$ cat config.mk
export PLATFORM = sky130hd
export DESIGN_NAME = cache_axi_read_arbiter
export DESIGN_NICKNAME = d
export VERILOG_FILES = /design/src/rtl/cache_axi_read_arbiter.sv
export SDC_FILE = /design/constraint.sdc
export NUM_CORES = 1
export LEC_CHECK = 0
export BUFFER_PORTS_ARGS = -buffer_cell sky130_fd_sc_hd__buf_2
export CORE_MARGIN = 4
export CORE_UTILIZATION = 41
export CTS_CLUSTER_DIAMETER = 200
export DETAILED_ROUTE_END_ITERATION = 8
export PLACE_DENSITY = 0.87
export SETUP_SLACK_MARGIN = 0.2
export SLEW_MARGIN = 25
export SYNTH_ARGS = -nofsm -noshare
export SYNTH_HDL_FRONTEND = slang
export SYNTH_SLANG_ARGS = --single-unit
export TNS_END_PERCENT = 30
$ cat constraint.sdc
create_clock -name clk -period 2 [get_ports clk]
set_input_delay 0.4 -clock clk [delete_from_list [all_inputs] [get_ports clk]]
set_output_delay 0.4 -clock clk [all_outputs]
set_load 0.02 [all_outputs]
$ cat src/rtl/cache_axi_read_arbiter.sv
// Round-robin arbiter sharing one AXI read channel (AR/R) between the
// icache refill port (i_*) and the dcache refill/uncached port (d_*).
// One transaction is outstanding at a time.
//
// Ports:
//   clk, rst                       clock, synchronous active-high reset
//   i_araddr/i_arvalid/i_arready   icache request (arready is a 1-cycle pulse)
//   i_rdata/i_rvalid/i_rlast/i_rready  icache read data
//   d_araddr/d_arlen/d_arvalid/d_arready  dcache request (arready is a pulse)
//   d_rdata/d_rvalid/d_rlast/d_rready  dcache read data
//   m_ar*                          AXI AR master channel
//   m_r*                           AXI R master channel
//   err                            protocol-error pulse, one cycle after detection
module cache_axi_read_arbiter #(
  parameter int unsigned ADDR_W = 32,
  parameter int unsigned DATA_W = 32,
  parameter logic [7:0]  ILEN   = 8'd7,
  parameter logic [3:0]  IID    = 4'd0,
  parameter logic [3:0]  DID    = 4'd1
) (
  input  logic              clk,
  input  logic              rst,
  input  logic [ADDR_W-1:0] i_araddr,
  input  logic              i_arvalid,
  output logic              i_arready,
  output logic [DATA_W-1:0] i_rdata,
  output logic              i_rvalid,
  output logic              i_rlast,
  input  logic              i_rready,
  input  logic [ADDR_W-1:0] d_araddr,
  input  logic [7:0]        d_arlen,
  input  logic              d_arvalid,
  output logic              d_arready,
  output logic [DATA_W-1:0] d_rdata,
  output logic              d_rvalid,
  output logic              d_rlast,
  input  logic              d_rready,
  output logic [3:0]        m_arid,
  output logic [ADDR_W-1:0] m_araddr,
  output logic [7:0]        m_arlen,
  output logic [2:0]        m_arsize,
  output logic [1:0]        m_arburst,
  output logic              m_arvalid,
  input  logic              m_arready,
  input  logic [3:0]        m_rid,
  input  logic [DATA_W-1:0] m_rdata,
  input  logic              m_rlast,
  input  logic              m_rvalid,
  output logic              m_rready,
  output logic              err
);

  localparam int unsigned CNT_W = 9;
  localparam logic GNT_I = 1'b0;
  localparam logic GNT_D = 1'b1;

  typedef enum logic [1:0] {IDLE, ADDR, DATA} state_t;

  state_t             state, state_nxt;
  logic               grant, grant_nxt;
  logic               last_grant, last_grant_nxt;
  logic [CNT_W-1:0]   beat_cnt, beat_cnt_nxt;
  logic [ADDR_W-1:0]  araddr_nxt;
  logic [7:0]         arlen_nxt;
  logic [3:0]         arid_nxt;
  logic               arvalid_nxt;
  logic               i_arready_nxt;
  logic               d_arready_nxt;
  logic               err_nxt;
  logic               pick_d;
  logic               gnt_rready;
  logic               beat_acc;
  logic               exp_last;

  assign m_arsize  = 3'b010;
  assign m_arburst = 2'b01;

  // Tie goes to whoever did not win the previous transaction.
  assign pick_d = (i_arvalid & d_arvalid) ? (last_grant == GNT_I) : d_arvalid;

  // R path: pure combinational routing to the granted side.
  always_comb begin
    gnt_rready = (grant == GNT_D) ? d_rready : i_rready;
    m_rready   = (state == DATA) & gnt_rready;
    i_rvalid   = (state == DATA) & (grant == GNT_I) & m_rvalid;
    i_rlast    = (state == DATA) & (grant == GNT_I) & m_rlast;
    d_rvalid   = (state == DATA) & (grant == GNT_D) & m_rvalid;
    d_rlast    = (state == DATA) & (grant == GNT_D) & m_rlast;
    i_rdata    = m_rdata;
    d_rdata    = m_rdata;
    beat_acc   = (state == DATA) & m_rvalid & gnt_rready;
    exp_last   = (beat_cnt == CNT_W'(m_arlen));
  end

  // Next-state and registered-output logic.
  always_comb begin
    state_nxt      = state;
    grant_nxt      = grant;
    last_grant_nxt = last_grant;
    beat_cnt_nxt   = beat_cnt;
    araddr_nxt     = m_araddr;
    arlen_nxt      = m_arlen;
    arid_nxt       = m_arid;
    arvalid_nxt    = m_arvalid;
    i_arready_nxt  = 1'b0;
    d_arready_nxt  = 1'b0;
    err_nxt        = 1'b0;
    unique case (state)
      IDLE: begin
        if (i_arvalid | d_arvalid) begin
          grant_nxt    = pick_d;
          arvalid_nxt  = 1'b1;
          beat_cnt_nxt = '0;
          state_nxt    = ADDR;
          if (pick_d) begin
            araddr_nxt    = d_araddr;
            arlen_nxt     = d_arlen;
            arid_nxt      = DID;
            d_arready_nxt = 1'b1;
          end else begin
            araddr_nxt    = i_araddr;
            arlen_nxt     = ILEN;
            arid_nxt      = IID;
            i_arready_nxt = 1'b1;
          end
        end
      end
      ADDR: begin
        if (m_arready) begin
          arvalid_nxt = 1'b0;
          state_nxt   = DATA;
        end
      end
      DATA: begin
        if (beat_acc) begin
          beat_cnt_nxt = beat_cnt + CNT_W'(1);
          // Wrong id, early/late last: flagged but the burst still completes.
          err_nxt      = (m_rid != m_arid) | (m_rlast != exp_last);
          if (m_rlast) begin
            state_nxt      = IDLE;
            last_grant_nxt = grant;
          end
        end
      end
      default: state_nxt = IDLE;
    endcase
  end

  // State and output registers.
  always_ff @(posedge clk) begin
    if (rst) begin
      state      <= IDLE;
      grant      <= GNT_I;
      last_grant <= GNT_I;
      beat_cnt   <= '0;
      m_arvalid  <= 1'b0;
      m_araddr   <= '0;
      m_arlen    <= '0;
      m_arid     <= '0;
      i_arready  <= 1'b0;
      d_arready  <= 1'b0;
      err        <= 1'b0;
    end else begin
      state      <= state_nxt;
      grant      <= grant_nxt;
      last_grant <= last_grant_nxt;
      beat_cnt   <= beat_cnt_nxt;
      m_arvalid  <= arvalid_nxt;
      m_araddr   <= araddr_nxt;
      m_arlen    <= arlen_nxt;
      m_arid     <= arid_nxt;
      i_arready  <= i_arready_nxt;
      d_arready  <= d_arready_nxt;
      err        <= err_nxt;
    end
  end

endmodule

==> load_flow_metrics.sql, run 1 <==
INSERT INTO impl_metrics (metric_group, metric, value, unit) VALUES
('status', 'status', 'complete, no violations', ''),
('clocking', 'clock-root-buffer', 'clkbuf_8', ''),
('power', 'power.combinational.fraction', '23.2', '%'),
('clocking', 'tritoncts_clock_tree', 'done', ''),
('place', 'hpwlAfterDp', '5710', 'µm'),
('timing', 'timing_hold_violations_final', '0', ''),
('synthesis', 'synth.largest_area_cell', 'dfxtp_1', ''),
('cells_and_area', 'fin_util', '47.8', '%'),
('grt', 'pin_count_of_the_biggest_net_entering_global_routing', '35', ''),
('setup_path', 'worst-path-max-fanout', '6', ''),
('power', 'power.density_cell_area', '875', 'nW/µm²'),
('synthesis', 'synth.distinct_cells', '42', ''),
('power', 'sw_frac_of_total', '30.2', '%'),
('cells_and_area', 'drive_gt1_share', '43.8', '%'),
('floorplan', 'dieArea', '9320', 'µm²'),
('synthesis', 'synth.avg_cell_area', '9.31', 'µm²'),
('clocking', 'cts_max_path_buffers', '2', ''),
('synthesis', 'synth.cell_area', '3210', 'µm²'),
('synthesis', 'synth.top_cells.by_area', 'dfxtp_1 36%, buf_4 18%, mux2i_1 10%, a211oi_1 5.1%, nor2_1 4.4%', ''),
('floorplan', 'num_rows', '32', ''),
('power', 'power.static_leakage', '1.82', 'nW'),
('timing', 'finalSetupViolations', '0', ''),
('clocking', 'h-tree-depth', '3', ''),
('setup_path', 'worstPathArrival', '1.35', 'ns'),
('place', 'placement.io_buffers', '134', ''),
('worst_hold_path', 'holdCritPathClass', 'in2reg', ''),
('grt', 'grt_first_pass_wirelength', '11000', 'µm'),
('timing', 'tightestPinTransition', '0.496', 'ns'),
('timing', 'achievable-frequency', '573', 'MHz'),
('setup_path', 'cp_required', '1.60', 'ns'),
('place', 'dpl_cell_area', '3440', 'µm²'),
('synthesis', 'synth_sequential_area_ratio', '35.5', '%'),
('grt', 'grt_pass1_vias', '2447', ''),
('cells_and_area', 'final-seq-area', '1140', 'µm²'),
('timing', 'setup_tns', '0', 'ns'),
('cells_and_area', 'fin_area', '3670', 'µm²'),
('timing', 'fin_crit', '1.75', 'ns'),
('synthesis', 'ys_dominant_reg_cell', 'dfxtp_1', ''),
('power', 'switchingPower', '0.971', 'mW'),
('synthesis', 'postSynth.asyncResetShare', '0', '%'),
('synthesis', 'synth_enable_flop_cells', '0', ''),
('timing', 'post-route-period-util', '87.3', '%'),
('grt', 'globalRouteOverflowTotal', '0', ''),
('synthesis', 'synth_seq_cells', '57', ''),
('floorplan', 'fp.coreArea', '7690', 'µm²'),
('timing', 'relSlewSlack', '66.6', '%'),
('power', 'internal_power', '2.24', 'mW'),
('power', 'p_total', '3.21', 'mW'),
('cells_and_area', 'final.fill_count', '736', ''),
('clocking', 'clk_pin_slew', '0.07', 'ns'),
('run', 'maxCapViolCount', '0', ''),
('detailed_routing', 'route.detailed.wl_per_inst', '14.1', 'µm'),
('clocking', 'clock_sink_count', '57', ''),
('clocking', 'cts_hold_fix_bufs', '0', ''),
('place', 'pre_cts_slack', '0.343', 'ns'),
('detailed_routing', 'antenna_left', '0', ''),
('setup_path', 'endpoint_kind', 'output pin', ''),
('synthesis', 'ys.warnings.count', '0', ''),
('timing', 'skew', '0.00638', 'ns'),
('grt', 'groute.usage.overall', '15.2', '%'),
('cells_and_area', 'finish.net_count', '531', ''),
('synthesis', 'syn-instance-count', '345', ''),
('timing', 'rsz0062_at_grt', 'yes', ''),
('synthesis', 'synthDominantCellAreaShare', '35.5', '%'),
('grt', 'antenna_found_initial', '0', ''),
('power', 'clock_power_share', '35.8', '%'),
('setup_path', 'critical_path.startpoint_type', 'flop', ''),
('detailed_routing', 'detailedRoute.firstIterationViolations', '35', ''),
('detailed_routing', 'drt_first_pass_iters', '4', ''),
('clocking', 'worstSkewPairLatency', '0.33', 'ns'),
('timing', 'maxSlewViolCount', '0', '');
## routing by layer
metal	GRT usage (%)	routed length [µm]	vias up	part of all wire, %
met3	5.81	674	24	9.2
met1	15.5	2650	1151	36
met4	7.01	145	0	2.0
met2	27.4	3860	119	53
met5	0	0	-	0
li1	-	-	1252	-
## cell type report
type / instances / share of cell area (%)
Multi-Input combinational cell: 199 / 38.9
Sequential cell: 57 / 31.1
Inverter: 3 / 0.307
Clock buffer: 10 / 3.48
Timing Repair Buffer: 143 / 20.4
Clock inverter: 6 / 2.25
Tap cell: 102 / 3.48
## metrics by stage
step                      instances  hold slack [ns]
after global placement          502            0.448
after global routing            520            0.267
after detailed placement        502            0.456
after floorplan                 351            0.459
final                           520            0.284
after CTS                       518            0.262
## path summary, 6_finish.rpt
kind / from / endpoint / slack (ns) / depth (start not counted)
worst max-delay path: grant / m_rready / 0.25 / 3
worst min-delay path: d_arlen[6] / m_arlen[6] / 0.28 / 2
worst max register to register: state[0] / beat_cnt[4] / 0.47 / 5
worst min register to register: m_arvalid / m_arvalid / 0.46 / 2
## critical path: stages (launching register included)
cell and delay (ns):
dfxtp_1 0.35, mux2_4 0.35, and2_1 0.17, buf_2 0.15
## layout by cell type (no fill, tap or decap), types with 4 or more instances in the layout
| cell type | instances |
|---|---|
| clkbuf_8 | 9 |
| dfxtp_1 | 56 |
| a22o_1 | 5 |
| o21ai_0 | 4 |
| a21oi_1 | 11 |
| nor2_1 | 38 |
| mux2i_1 | 33 |
| conb_1 | 8 |
| buf_2 | 134 |
| nand3_1 | 4 |
| a211oi_1 | 22 |
| buf_4 | 8 |
| nand2_1 | 13 |
| or3_1 | 4 |
| a211oi_2 | 10 |
| xor2_1 | 10 |
## sequential cells by signal (all words and copies together) (netlist names)
register    flops
beat_cnt        9
d_arready       1
err             1
grant           1
i_arready       1
last_grant      1
m_araddr       32
m_arlen         8
m_arvalid       1
state           2
## logic make-up after synthesis
group,share of synthesized area (%)
compound gates,16.5
xor+xnor,3.00
fa+ha+maj,0.389
buf+inv,21.4
flops,35.5
mux,10.7
other cells,0.234
simple gates,12.2
## cells in the mapped netlist, types with 3 or more instances
master / count
o21ai_0: 4
or3_1: 4
a211oi_2: 10
o221a_2: 3
a21oi_1: 11
dfxtp_1: 57
and3_1: 3
clkbuf_1: 5
a22o_1: 5
and2_1: 4
nand2_1: 13
buf_2: 5
nor2b_1: 3
nor4_1: 3
buf_4: 76
a211oi_1: 22
nor2_1: 38
xor2_1: 10
mux2i_1: 33
nand3_1: 4
buf_6: 5
inv_1: 3
## what timing repair did
item,in CTS,in global routing
endpoints found under the hold margin,0,0
buffers inserted,0,2
pin swaps,0,1
endpoints found under the setup margin,5,5
resized for setup,2,2
gates cloned,0,0
## power groups by stage
stage | combinational, mW | clock [mW] | sequential, mW
5_1_grt | 0.817 | 1.23 | 1.33
4_1_cts | 0.751 | 1.19 | 1.32
3_5_place_dp | 0.750 | 0 | 1.34
6_report | 0.745 | 1.15 | 1.32
2_1_floorplan | 0.586 | 0 | 1.46
3_3_place_gp | 0.725 | 0 | 1.34
(Power assumes the default switching activity.)
==> run 2: changes to the inputs <==
--- a/config.mk
+++ b/config.mk
@@ -14,2 +14,4 @@
 export SETUP_SLACK_MARGIN = 0.2
+export SKIP_CTS_REPAIR_TIMING = 1
+export SKIP_LAST_GASP = 1
 export SLEW_MARGIN = 25
--- a/constraint.sdc
+++ b/constraint.sdc
@@ -3,2 +3,2 @@
 set_output_delay 0.4 -clock clk [all_outputs]
-set_load 0.02 [all_outputs]
+set_load 0.05 [all_outputs]
==> run 2 against run 1 <==
Net effect:
- worst hold slack gained 0.012 ns
- clock skew grew 0.0028 ns
- cell count is the same
- register-to-register slack is essentially flat
- utilization is essentially flat
- combinational power grew 36%
==> load_flow_metrics.sql, run 2 (synthesis results as in run 1) <==
INSERT INTO impl_metrics (metric_group, metric, value, unit) VALUES
('status', 'status', 'complete, no violations', ''),
('timing', 'fin_crit', '1.77', 'ns'),
('setup_path', 'worstPathArrival', '1.37', 'ns'),
('place', 'placement.io_buffers', '134', ''),
('clocking', 'clock-root-buffer', 'clkbuf_8', ''),
('detailed_routing', 'route.detailed.wl_per_inst', '14.6', 'µm'),
('place', 'gp_congestion', '0.800', ''),
('clocking', 'worstSkewPairLatency', '0.32', 'ns'),
('worst_hold_path', 'hold_path.startpoint', 'd_arlen[7]', ''),
('cells_and_area', 'number_of_flip_flops_in_the_largest_register', '32', ''),
('setup_path', 'critPathLaunch', 'state[0]', ''),
('timing', 'maxSlewViolCount', '0', ''),
('detailed_routing', 'antenna_left', '0', ''),
('setup_path', 'endpoint_kind', 'output pin', ''),
('grt', 'pin_count_of_the_biggest_net_entering_global_routing', '35', ''),
('floorplan', 'fp.coreArea', '7690', 'µm²'),
('cells_and_area', 'largest_register', 'm_araddr', ''),
('power', 'p_total', '3.37', 'mW'),
('floorplan', 'num_io_pins', '239', ''),
('detailed_routing', 'detailedRoute.firstIterationViolations', '52', ''),
('floorplan', 'die_boundary_height', '96.5', 'µm'),
('setup_path', 'critical_path.startpoint_type', 'flop', ''),
('worst_hold_path', 'holdCritPathClass', 'in2reg', ''),
('clocking', 'h-tree-depth', '3', ''),
('timing', 'achievable-frequency', '566', 'MHz'),
('setup_path', 'cp_required', '1.60', 'ns'),
('timing', 'post-route-period-util', '88.4', '%'),
('cells_and_area', 'area_growth_syn_to_layout', '14.2', '%'),
('detailed_routing', 'drcViolationCount', '0', ''),
('timing', 'setup_tns', '0', 'ns'),
('timing', 'skew', '0.00919', 'ns'),
('clocking', 'clock_sink_count', '57', ''),
('detailed_routing', 'num_vias', '2514', ''),
('clocking', 'clk_pin_slew', '0.07', 'ns'),
('cells_and_area', 'mostFrequentLayoutCell', 'buf_2', ''),
('run', 'maxCapViolCount', '0', ''),
('clocking', 'tritoncts_clock_tree', 'done', ''),
('cells_and_area', 'drive_gt1_share', '44.0', '%'),
('cells_and_area', 'final.fill_count', '741', ''),
('detailed_routing', 'drt_first_pass_iters', '4', ''),
('timing', 'rsz0062_at_grt', 'yes', ''),
('grt', 'grt_first_pass_wirelength', '11300', 'µm'),
('place', 'hpwlAfterDp', '5900', 'µm'),
('cells_and_area', 'most-common-layout-cells', '129 x buf_2, 54 x dfxtp_1, 38 x nor2_1, 33 x mux2i_1, 22 x a211oi_1', ''),
('clocking', 'cts_max_path_buffers', '2', ''),
('floorplan', 'dieArea', '9320', 'µm²'),
('detailed_routing', 'vias_per_cell', '4.83', ''),
('cells_and_area', 'finish.net_count', '531', ''),
('floorplan', 'initial_utilization', '41.8', '%'),
('timing', 'finalSetupViolations', '0', ''),
('cells_and_area', 'reg.largest.list', 'm_araddr: 32 flops, beat_cnt: 9 flops, m_arlen: 8 flops', ''),
('floorplan', 'num_rows', '32', ''),
('setup_path', 'worst-path-max-fanout', '6', ''),
('detailed_routing', 'postRouteWirelength', '7570', 'µm'),
('timing', 'hold-worst-slack', '0.296', 'ns'),
('setup_path', 'regToRegStartpoint', 'state[0]', ''),
('grt', 'groute.usage.overall', '15.6', '%'),
('floorplan', 'die_w', '96.5', 'µm'),
('grt', 'grt_pass1_vias', '2476', ''),
('timing', 'timing_hold_violations_final', '0', ''),
('power', 'power.density_cell_area', '918', 'nW/µm²'),
('power', 'ir_drop', '0.452', 'mV'),
('grt', 'globalRouteOverflowTotal', '0', ''),
('clocking', 'number_of_buffers_inserted_during_clock_tree_synthesis', '9', ''),
('power', 'power.static_leakage', '1.81', 'nW'),
('setup_path', 'critical_path_class', 'reg2out', ''),
('grt', 'antenna_found_initial', '0', ''),
('cells_and_area', 'antennaDiodeCount', '0', '');
## run 2: worst max-delay path, cell delays in order, from the launching register on
cell,delay (ns)
dfxtp_4,0.37
and3b_2,0.28
nor2b_2,0.16
clkbuf_4,0.23
## run 2: metal layers
metal  routed length [µm]  GRT usage, %  vias to the layer above
met5                    0             0                        -
met4                  166          5.72                        0
met3                  595          6.20                       30
met2                 3890          27.2                      103
met1                 2920          17.1                     1127
li1                     -             -                     1254
## run 2: area by class of cell
| type | instances | area (µm²) | share of cell area (%) |
|---|---|---|---|
| Inverter | 3 | 11.3 | 0.307 |
| Sequential cell | 57 | 1150 | 31.3 |
| Timing Repair Buffer | 143 | 763 | 20.8 |
| Clock inverter | 3 | 40.0 | 1.09 |
| Tap cell | 102 | 128 | 3.48 |
| Clock buffer | 13 | 149 | 4.06 |
| Multi-Input combinational cell | 199 | 1430 | 39.0 |
## run 2: final timing paths
kind	slack, ns	cells past startpoint	end
setup / recovery	0.23	3	i_rvalid
hold / removal	0.30	2	m_arlen[7]
setup reg to reg	0.48	5	beat_cnt[4]
hold reg to reg	0.47	2	m_arvalid
## run 2: through the flow
stage               setup slack [ns]  std cells  util, %  instance area, µm²
finish                         0.232        520     47.7                3670
global route                   0.179        520     47.7                3670
floorplan                      0.216        351        -                3240
CTS                          -0.0205        517     47.1                3620
global placement               0.380        501     44.6                3430
detailed placement             0.340        501     44.6                3430
## run 2: report_power, final
part	internal (mW)	total, mW	switching [mW]
registers	1.25	1.32	0.0700
logic	0.302	1.01	0.709
clock network	0.607	1.04	0.434
